--- config.mk ---
export PLATFORM = sky130hd
export DESIGN_NAME = multicycle_control_flat
export DESIGN_NICKNAME = d
export VERILOG_FILES = /design/src/rtl/multicycle_control_if.sv /design/src/rtl/multicycle_control.sv /design/src/flat_wrapper.sv
export SDC_FILE = /design/constraint.sdc
export NUM_CORES = 1
export LEC_CHECK = 0
export BUFFER_PORTS_ARGS = -buffer_cell sky130_fd_sc_hd__buf_2
export CAP_MARGIN = 10
export CORE_AREA = 2 2 45 47
export CTS_CLUSTER_SIZE = 28
export DETAILED_ROUTE_END_ITERATION = 10
export DIE_AREA = 0 0 47 49
export PLACE_DENSITY = 0.71
export SLEW_MARGIN = 40
export SYNTH_ARGS = -nofsm -noshare
export SYNTH_HDL_FRONTEND = slang
export SYNTH_SLANG_ARGS = --single-unit
--- constraint.sdc ---
create_clock -name clk -period 1.4 [get_ports clk]
set_input_delay 0.21 -clock clk [delete_from_list [all_inputs] [get_ports clk]]
set_output_delay 0.21 -clock clk [all_outputs]
set_load 0.02 [all_outputs]
--- src/rtl/multicycle_control_if.sv ---
// rtl/multicycle_control_if.sv - control bundle between the multicycle sequencer and the MIPS datapath
interface multicycle_control_if;
    logic [5:0] OP;
    logic       MemReady;
    logic       PCWrite;
    logic       PCWriteCondEQ;
    logic       PCWriteCondNE;
    logic       IorD;
    logic       MemRead;
    logic       MemWrite;
    logic       IRWrite;
    logic       MemtoReg;
    logic       RegDst;
    logic       RegWrite;
    logic       ALUSrcA;
    logic [1:0] ALUSrcB;
    logic [2:0] ALUOp;
    logic [1:0] PCSource;
    logic       InstrDone;
    logic       IllegalOp;
    logic [3:0] State;

    // Sequencer side: consumes opcode and memory ready, drives every enable and select.
    modport master (
        input  OP, MemReady,
        output PCWrite, PCWriteCondEQ, PCWriteCondNE, IorD, MemRead, MemWrite,
               IRWrite, MemtoReg, RegDst, RegWrite, ALUSrcA, ALUSrcB, ALUOp,
               PCSource, InstrDone, IllegalOp, State
    );

    // Datapath side: supplies opcode and memory ready, obeys the controls.
    modport slave (
        output OP, MemReady,
        input  PCWrite, PCWriteCondEQ, PCWriteCondNE, IorD, MemRead, MemWrite,
               IRWrite, MemtoReg, RegDst, RegWrite, ALUSrcA, ALUSrcB, ALUOp,
               PCSource, InstrDone, IllegalOp, State
    );
endinterface

--- src/rtl/multicycle_control.sv ---
// rtl/multicycle_control.sv - multicycle MIPS control sequencer (fetch/decode/execute/memory/writeback)
module multicycle_control (
    input  logic                 clk,
    input  logic                 reset,
    multicycle_control_if.master bus
);

    typedef enum logic [3:0] {
        S_FETCH     = 4'd0,
        S_DECODE    = 4'd1,
        S_MEM_ADDR  = 4'd2,
        S_MEM_READ  = 4'd3,
        S_MEM_WB    = 4'd4,
        S_MEM_WRITE = 4'd5,
        S_R_EXEC    = 4'd6,
        S_R_WB      = 4'd7,
        S_BRANCH    = 4'd8,
        S_JUMP      = 4'd9,
        S_I_EXEC    = 4'd10,
        S_I_WB      = 4'd11
    } state_t;

    localparam logic [5:0] OP_RTYPE = 6'h00;
    localparam logic [5:0] OP_J     = 6'h02;
    localparam logic [5:0] OP_BEQ   = 6'h04;
    localparam logic [5:0] OP_BNE   = 6'h05;
    localparam logic [5:0] OP_ADDI  = 6'h08;
    localparam logic [5:0] OP_ANDI  = 6'h0C;
    localparam logic [5:0] OP_ORI   = 6'h0D;
    localparam logic [5:0] OP_LUI   = 6'h0F;
    localparam logic [5:0] OP_LW    = 6'h23;
    localparam logic [5:0] OP_SW    = 6'h2B;

    localparam logic [2:0] ALU_ADD   = 3'b000;
    localparam logic [2:0] ALU_SUB   = 3'b001;
    localparam logic [2:0] ALU_RTYPE = 3'b010;
    localparam logic [2:0] ALU_OR    = 3'b011;
    localparam logic [2:0] ALU_AND   = 3'b100;
    localparam logic [2:0] ALU_LUI   = 3'b101;

    localparam logic [1:0] SRCB_REG   = 2'b00;
    localparam logic [1:0] SRCB_FOUR  = 2'b01;
    localparam logic [1:0] SRCB_IMM   = 2'b10;
    localparam logic [1:0] SRCB_IMMSH = 2'b11;

    localparam logic [1:0] PCSRC_ALU    = 2'b00;
    localparam logic [1:0] PCSRC_ALUOUT = 2'b01;
    localparam logic [1:0] PCSRC_JUMP   = 2'b10;

    state_t state_q;
    state_t state_d;

    logic       pc_write;
    logic       pc_write_cond_eq;
    logic       pc_write_cond_ne;
    logic       iord;
    logic       mem_read;
    logic       mem_write;
    logic       ir_write;
    logic       mem_to_reg;
    logic       reg_dst;
    logic       reg_write;
    logic       alu_src_a;
    logic [1:0] alu_src_b;
    logic [2:0] alu_op;
    logic [1:0] pc_source;
    logic       instr_done;
    logic       illegal_op;

    // ALU function for the immediate-ALU group; only reached for those four opcodes.
    function automatic logic [2:0] imm_alu_op(input logic [5:0] op);
        case (op)
            OP_ORI:  return ALU_OR;
            OP_ANDI: return ALU_AND;
            OP_LUI:  return ALU_LUI;
            default: return ALU_ADD;
        endcase
    endfunction

    // First execution state for each supported opcode; FETCH doubles as "unsupported".
    function automatic state_t dispatch(input logic [5:0] op);
        case (op)
            OP_RTYPE:                        return S_R_EXEC;
            OP_LW, OP_SW:                    return S_MEM_ADDR;
            OP_BEQ, OP_BNE:                  return S_BRANCH;
            OP_J:                            return S_JUMP;
            OP_ADDI, OP_ORI, OP_ANDI, OP_LUI: return S_I_EXEC;
            default:                         return S_FETCH;
        endcase
    endfunction

    // State register; reset returns to FETCH at once, aborting any instruction in flight.
    always_ff @(posedge clk or negedge reset) begin
        if (!reset) begin
            state_q <= S_FETCH;
        end else begin
            state_q <= state_d;
        end
    end

    // Next-state sequencing; memory states hold until MemReady, unused codes recover to FETCH.
    always_comb begin
        state_d = S_FETCH;
        case (state_q)
            S_FETCH:     state_d = bus.MemReady ? S_DECODE : S_FETCH;
            S_DECODE:    state_d = dispatch(bus.OP);
            S_MEM_ADDR:  state_d = (bus.OP == OP_SW) ? S_MEM_WRITE : S_MEM_READ;
            S_MEM_READ:  state_d = bus.MemReady ? S_MEM_WB : S_MEM_READ;
            S_MEM_WB:    state_d = S_FETCH;
            S_MEM_WRITE: state_d = bus.MemReady ? S_FETCH : S_MEM_WRITE;
            S_R_EXEC:    state_d = S_R_WB;
            S_R_WB:      state_d = S_FETCH;
            S_BRANCH:    state_d = S_FETCH;
            S_JUMP:      state_d = S_FETCH;
            S_I_EXEC:    state_d = S_I_WB;
            S_I_WB:      state_d = S_FETCH;
            default:     state_d = S_FETCH;
        endcase
    end

    // Datapath controls decoded from the current state; write strobes are killed while reset is low.
    always_comb begin
        pc_write         = 1'b0;
        pc_write_cond_eq = 1'b0;
        pc_write_cond_ne = 1'b0;
        iord             = 1'b0;
        mem_read         = 1'b0;
        mem_write        = 1'b0;
        ir_write         = 1'b0;
        mem_to_reg       = 1'b0;
        reg_dst          = 1'b0;
        reg_write        = 1'b0;
        alu_src_a        = 1'b0;
        alu_src_b        = SRCB_REG;
        alu_op           = ALU_ADD;
        pc_source        = PCSRC_ALU;
        instr_done       = 1'b0;
        illegal_op       = 1'b0;

        case (state_q)
            S_FETCH: begin
                // PC+4 is computed in parallel with the read; IR and PC load when the read lands.
                mem_read  = 1'b1;
                alu_src_b = SRCB_FOUR;
                ir_write  = bus.MemReady;
                pc_write  = bus.MemReady;
            end
            S_DECODE: begin
                // Speculative branch target into ALUOut while the register file is read.
                alu_src_b  = SRCB_IMMSH;
                illegal_op = (dispatch(bus.OP) == S_FETCH);
            end
            S_MEM_ADDR: begin
                alu_src_a = 1'b1;
                alu_src_b = SRCB_IMM;
            end
            S_MEM_READ: begin
                mem_read = 1'b1;
                iord     = 1'b1;
            end
            S_MEM_WB: begin
                reg_write  = 1'b1;
                mem_to_reg = 1'b1;
                instr_done = 1'b1;
            end
            S_MEM_WRITE: begin
                mem_write  = 1'b1;
                iord       = 1'b1;
                instr_done = bus.MemReady;
            end
            S_R_EXEC: begin
                alu_src_a = 1'b1;
                alu_op    = ALU_RTYPE;
            end
            S_R_WB: begin
                reg_write  = 1'b1;
                reg_dst    = 1'b1;
                instr_done = 1'b1;
            end
            S_BRANCH: begin
                // Compare A-B; the target computed in DECODE sits in ALUOut.
                alu_src_a        = 1'b1;
                alu_op           = ALU_SUB;
                pc_source        = PCSRC_ALUOUT;
                pc_write_cond_eq = (bus.OP == OP_BEQ);
                pc_write_cond_ne = (bus.OP == OP_BNE);
                instr_done       = 1'b1;
            end
            S_JUMP: begin
                pc_write   = 1'b1;
                pc_source  = PCSRC_JUMP;
                instr_done = 1'b1;
            end
            S_I_EXEC: begin
                alu_src_a = 1'b1;
                alu_src_b = SRCB_IMM;
                alu_op    = imm_alu_op(bus.OP);
            end
            S_I_WB: begin
                reg_write  = 1'b1;
                instr_done = 1'b1;
            end
            default: begin
            end
        endcase

        if (!reset) begin
            pc_write         = 1'b0;
            pc_write_cond_eq = 1'b0;
            pc_write_cond_ne = 1'b0;
            ir_write         = 1'b0;
            reg_write        = 1'b0;
            mem_write        = 1'b0;
            instr_done       = 1'b0;
            illegal_op       = 1'b0;
        end
    end

    assign bus.PCWrite       = pc_write;
    assign bus.PCWriteCondEQ = pc_write_cond_eq;
    assign bus.PCWriteCondNE = pc_write_cond_ne;
    assign bus.IorD          = iord;
    assign bus.MemRead       = mem_read;
    assign bus.MemWrite      = mem_write;
    assign bus.IRWrite       = ir_write;
    assign bus.MemtoReg      = mem_to_reg;
    assign bus.RegDst        = reg_dst;
    assign bus.RegWrite      = reg_write;
    assign bus.ALUSrcA       = alu_src_a;
    assign bus.ALUSrcB       = alu_src_b;
    assign bus.ALUOp         = alu_op;
    assign bus.PCSource      = pc_source;
    assign bus.InstrDone     = instr_done;
    assign bus.IllegalOp     = illegal_op;
    assign bus.State         = state_q;

endmodule

--- src/flat_wrapper.sv ---
// flat-port wrapper written by rule: the top's interface ports become plain ports
module multicycle_control_flat 
  (clk, reset, bus_OP, bus_MemReady, bus_PCWrite, bus_PCWriteCondEQ, bus_PCWriteCondNE, bus_IorD, bus_MemRead, bus_MemWrite, bus_IRWrite, bus_MemtoReg, bus_RegDst, bus_RegWrite, bus_ALUSrcA, bus_ALUSrcB, bus_ALUOp, bus_PCSource, bus_InstrDone, bus_IllegalOp, bus_State);
  multicycle_control_if bus_i ();
  input  logic clk;
  input  logic reset;
  input wire logic [$bits(bus_i.OP)-1:0] bus_OP;
  input wire logic [$bits(bus_i.MemReady)-1:0] bus_MemReady;
  output wire logic [$bits(bus_i.PCWrite)-1:0] bus_PCWrite;
  output wire logic [$bits(bus_i.PCWriteCondEQ)-1:0] bus_PCWriteCondEQ;
  output wire logic [$bits(bus_i.PCWriteCondNE)-1:0] bus_PCWriteCondNE;
  output wire logic [$bits(bus_i.IorD)-1:0] bus_IorD;
  output wire logic [$bits(bus_i.MemRead)-1:0] bus_MemRead;
  output wire logic [$bits(bus_i.MemWrite)-1:0] bus_MemWrite;
  output wire logic [$bits(bus_i.IRWrite)-1:0] bus_IRWrite;
  output wire logic [$bits(bus_i.MemtoReg)-1:0] bus_MemtoReg;
  output wire logic [$bits(bus_i.RegDst)-1:0] bus_RegDst;
  output wire logic [$bits(bus_i.RegWrite)-1:0] bus_RegWrite;
  output wire logic [$bits(bus_i.ALUSrcA)-1:0] bus_ALUSrcA;
  output wire logic [$bits(bus_i.ALUSrcB)-1:0] bus_ALUSrcB;
  output wire logic [$bits(bus_i.ALUOp)-1:0] bus_ALUOp;
  output wire logic [$bits(bus_i.PCSource)-1:0] bus_PCSource;
  output wire logic [$bits(bus_i.InstrDone)-1:0] bus_InstrDone;
  output wire logic [$bits(bus_i.IllegalOp)-1:0] bus_IllegalOp;
  output wire logic [$bits(bus_i.State)-1:0] bus_State;
  assign bus_i.OP = bus_OP;
  assign bus_i.MemReady = bus_MemReady;
  assign bus_PCWrite = bus_i.PCWrite;
  assign bus_PCWriteCondEQ = bus_i.PCWriteCondEQ;
  assign bus_PCWriteCondNE = bus_i.PCWriteCondNE;
  assign bus_IorD = bus_i.IorD;
  assign bus_MemRead = bus_i.MemRead;
  assign bus_MemWrite = bus_i.MemWrite;
  assign bus_IRWrite = bus_i.IRWrite;
  assign bus_MemtoReg = bus_i.MemtoReg;
  assign bus_RegDst = bus_i.RegDst;
  assign bus_RegWrite = bus_i.RegWrite;
  assign bus_ALUSrcA = bus_i.ALUSrcA;
  assign bus_ALUSrcB = bus_i.ALUSrcB;
  assign bus_ALUOp = bus_i.ALUOp;
  assign bus_PCSource = bus_i.PCSource;
  assign bus_InstrDone = bus_i.InstrDone;
  assign bus_IllegalOp = bus_i.IllegalOp;
  assign bus_State = bus_i.State;
  multicycle_control u_core (.clk(clk), .reset(reset), .bus(bus_i));
endmodule
==> results.md, run 1 <==
* Status: did not finish
* Fail Step: 5_1_grt
* Stop err: [ERROR DPL-0038] Utilization greater than 100%, impossible to legalize
* Post-Syn Area per Cell at 7.111 sq um
* Net Count, Synth at 107
* Clock Tree Root: clkbuf_4
* FF+latch count, synth at 4
* IO buf count at 32
* Gate Count Post-Synth at 98
* Placed inst area at 1267 sq um
* CTS H-tree depth at 1
* Die Height at 49 microns
* Sinks on the clock net at 4
* Placed Cells at 182
* Synth async-reset ratio at 1.000
* Maximum number of pins on one net before global-route repair at 17
* DP HPWL at 2060 microns
* Num CTS Buffers at 3
* Starting density of the core at 0.3784
* Final GP Congestion at 0.8845
* Primary FF master, synth: dfrtp_1
* Number of synthesized flops with an enable pin at 0
* Synth Cell Area at 696.9 sq um
* Synth Warn # at 0
* Die width at 47 microns
* Part of the Yosys area used for sequential elements at 0.1436
* WEP type: top-level output
* Num rows at 16
* GRT worst endpoint: bus_ALUOp[1]
* Clk buf depth at 2
* Io pins at 33
* Library cells used by synthesis at 45
## Yosys cell counts (2+ instances only)
cell type  instances  area share
nor2_1            13       0.070
nor3_1             7       0.050
a21oi_1            6       0.043
nand2_1            6       0.032
buf_2              5       0.036
nand2b_1           5       0.045
dfrtp_1            4        0.14
nor4_1             4       0.036
nor3b_1            3       0.032
a21o_1             2       0.022
a22oi_1            2       0.022
a31oi_1            2       0.018
clkbuf_1           2       0.011
mux2i_1            2       0.029
nor2b_1            2       0.018
nor4b_1            2       0.025
o22ai_1            2       0.018
or2_1              2       0.018
## repair_timing
item	in CTS
setup endpoints to repair	24
pin swaps	10
buffers inserted	10
cloned	0
resized for setup	65
hold endpoints to repair	4
hold buffers	1
## kinds of logic after synthesis
family / share of synthesized area
DFF: 0.1436
and+or+nand+nor: 0.4650
muxes: 0.02873
xor gates and xnor gates: 0.02514
AOI/OAI and AO/OA: 0.2585
buffers and inverters: 0.07898
## per-stage QoR
| stage | utilization | setup slack [ns] |
|---|---|---|
| after global placement | 0.6882 | -0.1704 |
| after detailed placement | 0.6882 | -0.2184 |
| after floorplan | - | -0.2357 |
| after CTS | 0.8865 | -0.4146 |
==> inputs of run 2 (changes only) <==
--- a/config.mk
+++ b/config.mk
@@ -7,11 +7,10 @@
 export LEC_CHECK = 0
 export BUFFER_PORTS_ARGS = -buffer_cell sky130_fd_sc_hd__buf_2
 export CAP_MARGIN = 10
-export CORE_AREA = 2 2 45 47
-export CTS_CLUSTER_SIZE = 28
+export CORE_AREA = 2 2 63 65
 export DETAILED_ROUTE_END_ITERATION = 10
-export DIE_AREA = 0 0 47 49
-export PLACE_DENSITY = 0.71
+export DIE_AREA = 0 0 65 67
+export PLACE_DENSITY_LB_ADDON = 0.15
 export SLEW_MARGIN = 40
 export SYNTH_ARGS = -nofsm -noshare
 export SYNTH_HDL_FRONTEND = slang
==> constraint.sdc (replaced) <==
create_clock -name clk -period 1.8 [get_ports clk]
set_input_delay 0.27 -clock clk [delete_from_list [all_inputs] [get_ports clk]]
set_output_delay 0.27 -clock clk [all_outputs]
set_load 0.02 [all_outputs]
==> run 2 against run 1 <==
Net effect:
- the run now ends clean
- synthesized cell count unchanged
- area after synthesis unchanged
==> results.md, run 2 <==
* Number of nets in the layout at 151
* Die Height at 67 microns (+37%)
* Final setup viols at 0
* Worst-path fanout max at 4
* Die width at 65 microns (+38%)
* Grt total ovfl at 0
* Setup crit end kind: primary output
* Most frequent cell after synthesis: nor2_1
* Post-Syn Area per Cell at 7.111 sq um (unchanged)
* Initial antenna violation count at 0
* Worst-path clk slew at 0.03 ns
* Max VDD drop at 0.2857 mV
* Main area contributors after synthesis: dfrtp_1 (14%), nor2_1 (7.0%), nor3_1 (5.0%)
* Primary FF master, synth: dfrtp_1
* Post-route minimum period at 1.798 ns
* Max FFs per register at 4
* Routed Antenna Nets at 0
* FF+latch count, synth at 4 (unchanged)
* Drt via density at 4.660
* Synth top area share at 0.1436 (unchanged)
* Tcrit/Tclk final at 0.9987
* Most frequent cells in the layout: buf_2 (29), buf_4 (18), nor2_1 (12), nand2_1 (6), nor3_1 (6)
* Placed inst area at 997.2 sq um (-21%)
* Final Skew at 0.002176 ns
* WL/cell at 12.93 microns
* Max_cap viols at 0
* Max Slew Vio Count at 0
* Layout area overhead at 56.37%
* Placed Cells at 183 (+0.55%)
* Synth Cell Area at 696.9 sq um (unchanged)
* Net Count, Synth at 107 (unchanged)
* Final cell count without fillers at 188
* Vias in the first global route at 804
* RSZ-0062 raised after global routing: true
* Clk Latency, worst-skew pair at 0.22 ns
* Status: finished, final reports clean
* DRT iter0 DRCs at 27
* CTS tree: done
* Slew margin rel. at 0.7349
* Library cells used by synthesis at 45 (unchanged)
* Routed wire length at 2430 microns
* Core Area at 3606 sq um
* Via Count at 876
* DRC at 0
* Num CTS Buffers at 3 (unchanged)
* Final GP Congestion at 0.7991 (-9.7%)
* Overall Global Routing Usage at 0.1186
* Peak Freq at 556.3 MHz
* Fin area at 1090 sq um
* CP Launch Type: register
* Die footprint at 4355 sq um
* Clock Tree Root: clkbuf_8
* Dominant cell type by area after synthesis: dfrtp_1
* Num rows at 22 (+6)
* Maximum number of pins on one net before global-route repair at 16
* Hold WS at 0.3095 ns
* Synth async-reset ratio at 1.000 (unchanged)
* Inserted Diodes at 0
* Final Hold Viols at 0
* Part of the Yosys area used for sequential elements at 0.1436 (unchanged)
* First-pass GRT wire length at 3974 microns
* Gate Count Post-Synth at 98 (unchanged)
* Synth Warn # at 0 (unchanged)
* Hold Path Class: input port to register
* DP HPWL at 1970 microns (-4.4%)
* Layout cell share with drive strength beyond 1 at 0.5000
* Arrival @ worst endpoint at 1.53 ns
* Clk buf depth at 2 (unchanged)
* Drt pass-1 iters at 4
* Most common cell after layout, fill and taps aside: buf_2
* Pwr/cell area at 1064 nW/um^2
* CTS H-tree depth at 1 (unchanged)
* IO buf count at 32 (unchanged)
* Number of synthesized flops with an enable pin at 0 (unchanged)
* Io pins at 33 (unchanged)
* Slew @ Worst Pin at 0.3876 ns
* Critical path type: register to primary output
* Starting density of the core at 0.1933 (-0.1851)
* CP required at 1.53 ns
* Leakage at 0.4865 nW
* Sinks on the clock net at 4 (unchanged)
* Top post-synthesis cells by count: nor2_1 (13), nor3_1 (7), a21oi_1 (6), nand2_1 (6)
## run 2: cell counts after synthesis
Identical to the previous run, type by type.
## run 2: layout make-up
type	instances	area [sq um]
timing repair buffer	48	290.3
sequential	4	101.3
tap	48	60.06
multi-input combinational	83	589.3
clock buffer	3	41.29
inverter	2	7.507
fill	413	2516
## run 2: repair_timing
| action | in CTS | in global routing |
|---|---|---|
| hold buffers | 1 | 0 |
| hold endpoints to repair | 4 | 0 |
| gates resized for setup | 3 | 9 |
| gates cloned | 0 | 0 |
| endpoints found under the setup margin | 3 | 8 |
| pin swaps | 0 | 2 |
| setup buffers | 0 | 1 |
## run 2: per-stage QoR
stage | setup TNS, ns | util | setup slack, ns | total power, W
floorplan | 0 | - | 0.05762 | 0.0006634
global placement | 0 | 0.2765 | 0.09800 | 0.0009439
detailed placement | 0 | 0.2765 | 0.07960 | 0.0009386
CTS | -0.02529 | 0.2925 | -0.02529 | 0.001139
global route | -0.2363 | 0.3022 | -0.1130 | 0.001247
finish | 0 | 0.3022 | 0.002290 | 0.001160
## run 2: routing by layer
metal  up-vias  GRT usage  wire length [microns]
met3         4    0.02534                    109
met1       402     0.1512                   1143
met2        21     0.1972                   1147
met4         0    0.03989                     29
met5         -          0                      0
li1        449          -                      -
## run 2: worst paths after layout
check / depth (start not counted) / slack, ns / startpoint / endpoint
worst max-delay path: 5 / 0.002 / u_core.bus.State[0]$_DFF_PN0_ / bus_PCWriteCondNE
worst max register to register: 5 / 0.35 / u_core.bus.State[1]$_DFF_PN0_ / u_core.bus.State[2]$_DFF_PN0_
max in group asynchronous: 3 / 1.04 / reset / u_core.bus.State[1]$_DFF_PN0_
min in group asynchronous: 3 / 0.56 / reset / u_core.bus.State[2]$_DFF_PN0_
worst min register to register: 2 / 0.69 / u_core.bus.State[2]$_DFF_PN0_ / u_core.bus.State[2]$_DFF_PN0_
worst min-delay path: 2 / 0.31 / bus_OP[4] / u_core.bus.State[1]$_DFF_PN0_
## run 2: logic make-up after synthesis
group           Yosys count  synth area share
xor+xnor                  2           0.02514
buf+inv                  11           0.07898
compound gates           24            0.2585
mux                       2           0.02873
flops                     4            0.1436
simple gates             55            0.4650
## run 2: critical path: stages (launching register included)
cell     delay (ns)
dfrtp_1        0.40
nor2_2         0.11
nand2_1        0.08
or3_4          0.38
nor3b_2        0.18
buf_4          0.16
## run 2: where the power goes
| part | switching [W] | internal [W] | total [W] |
|---|---|---|---|
| Sequential | 0.0000257 | 0.000116 | 0.000141 |
| Combinational | 0.000499 | 0.000330 | 0.000829 |
| Clock | 0.0000469 | 0.000143 | 0.000189 |
| Total | 0.000572 | 0.000588 | 0.00116 |
(Power assumes the default switching activity.)
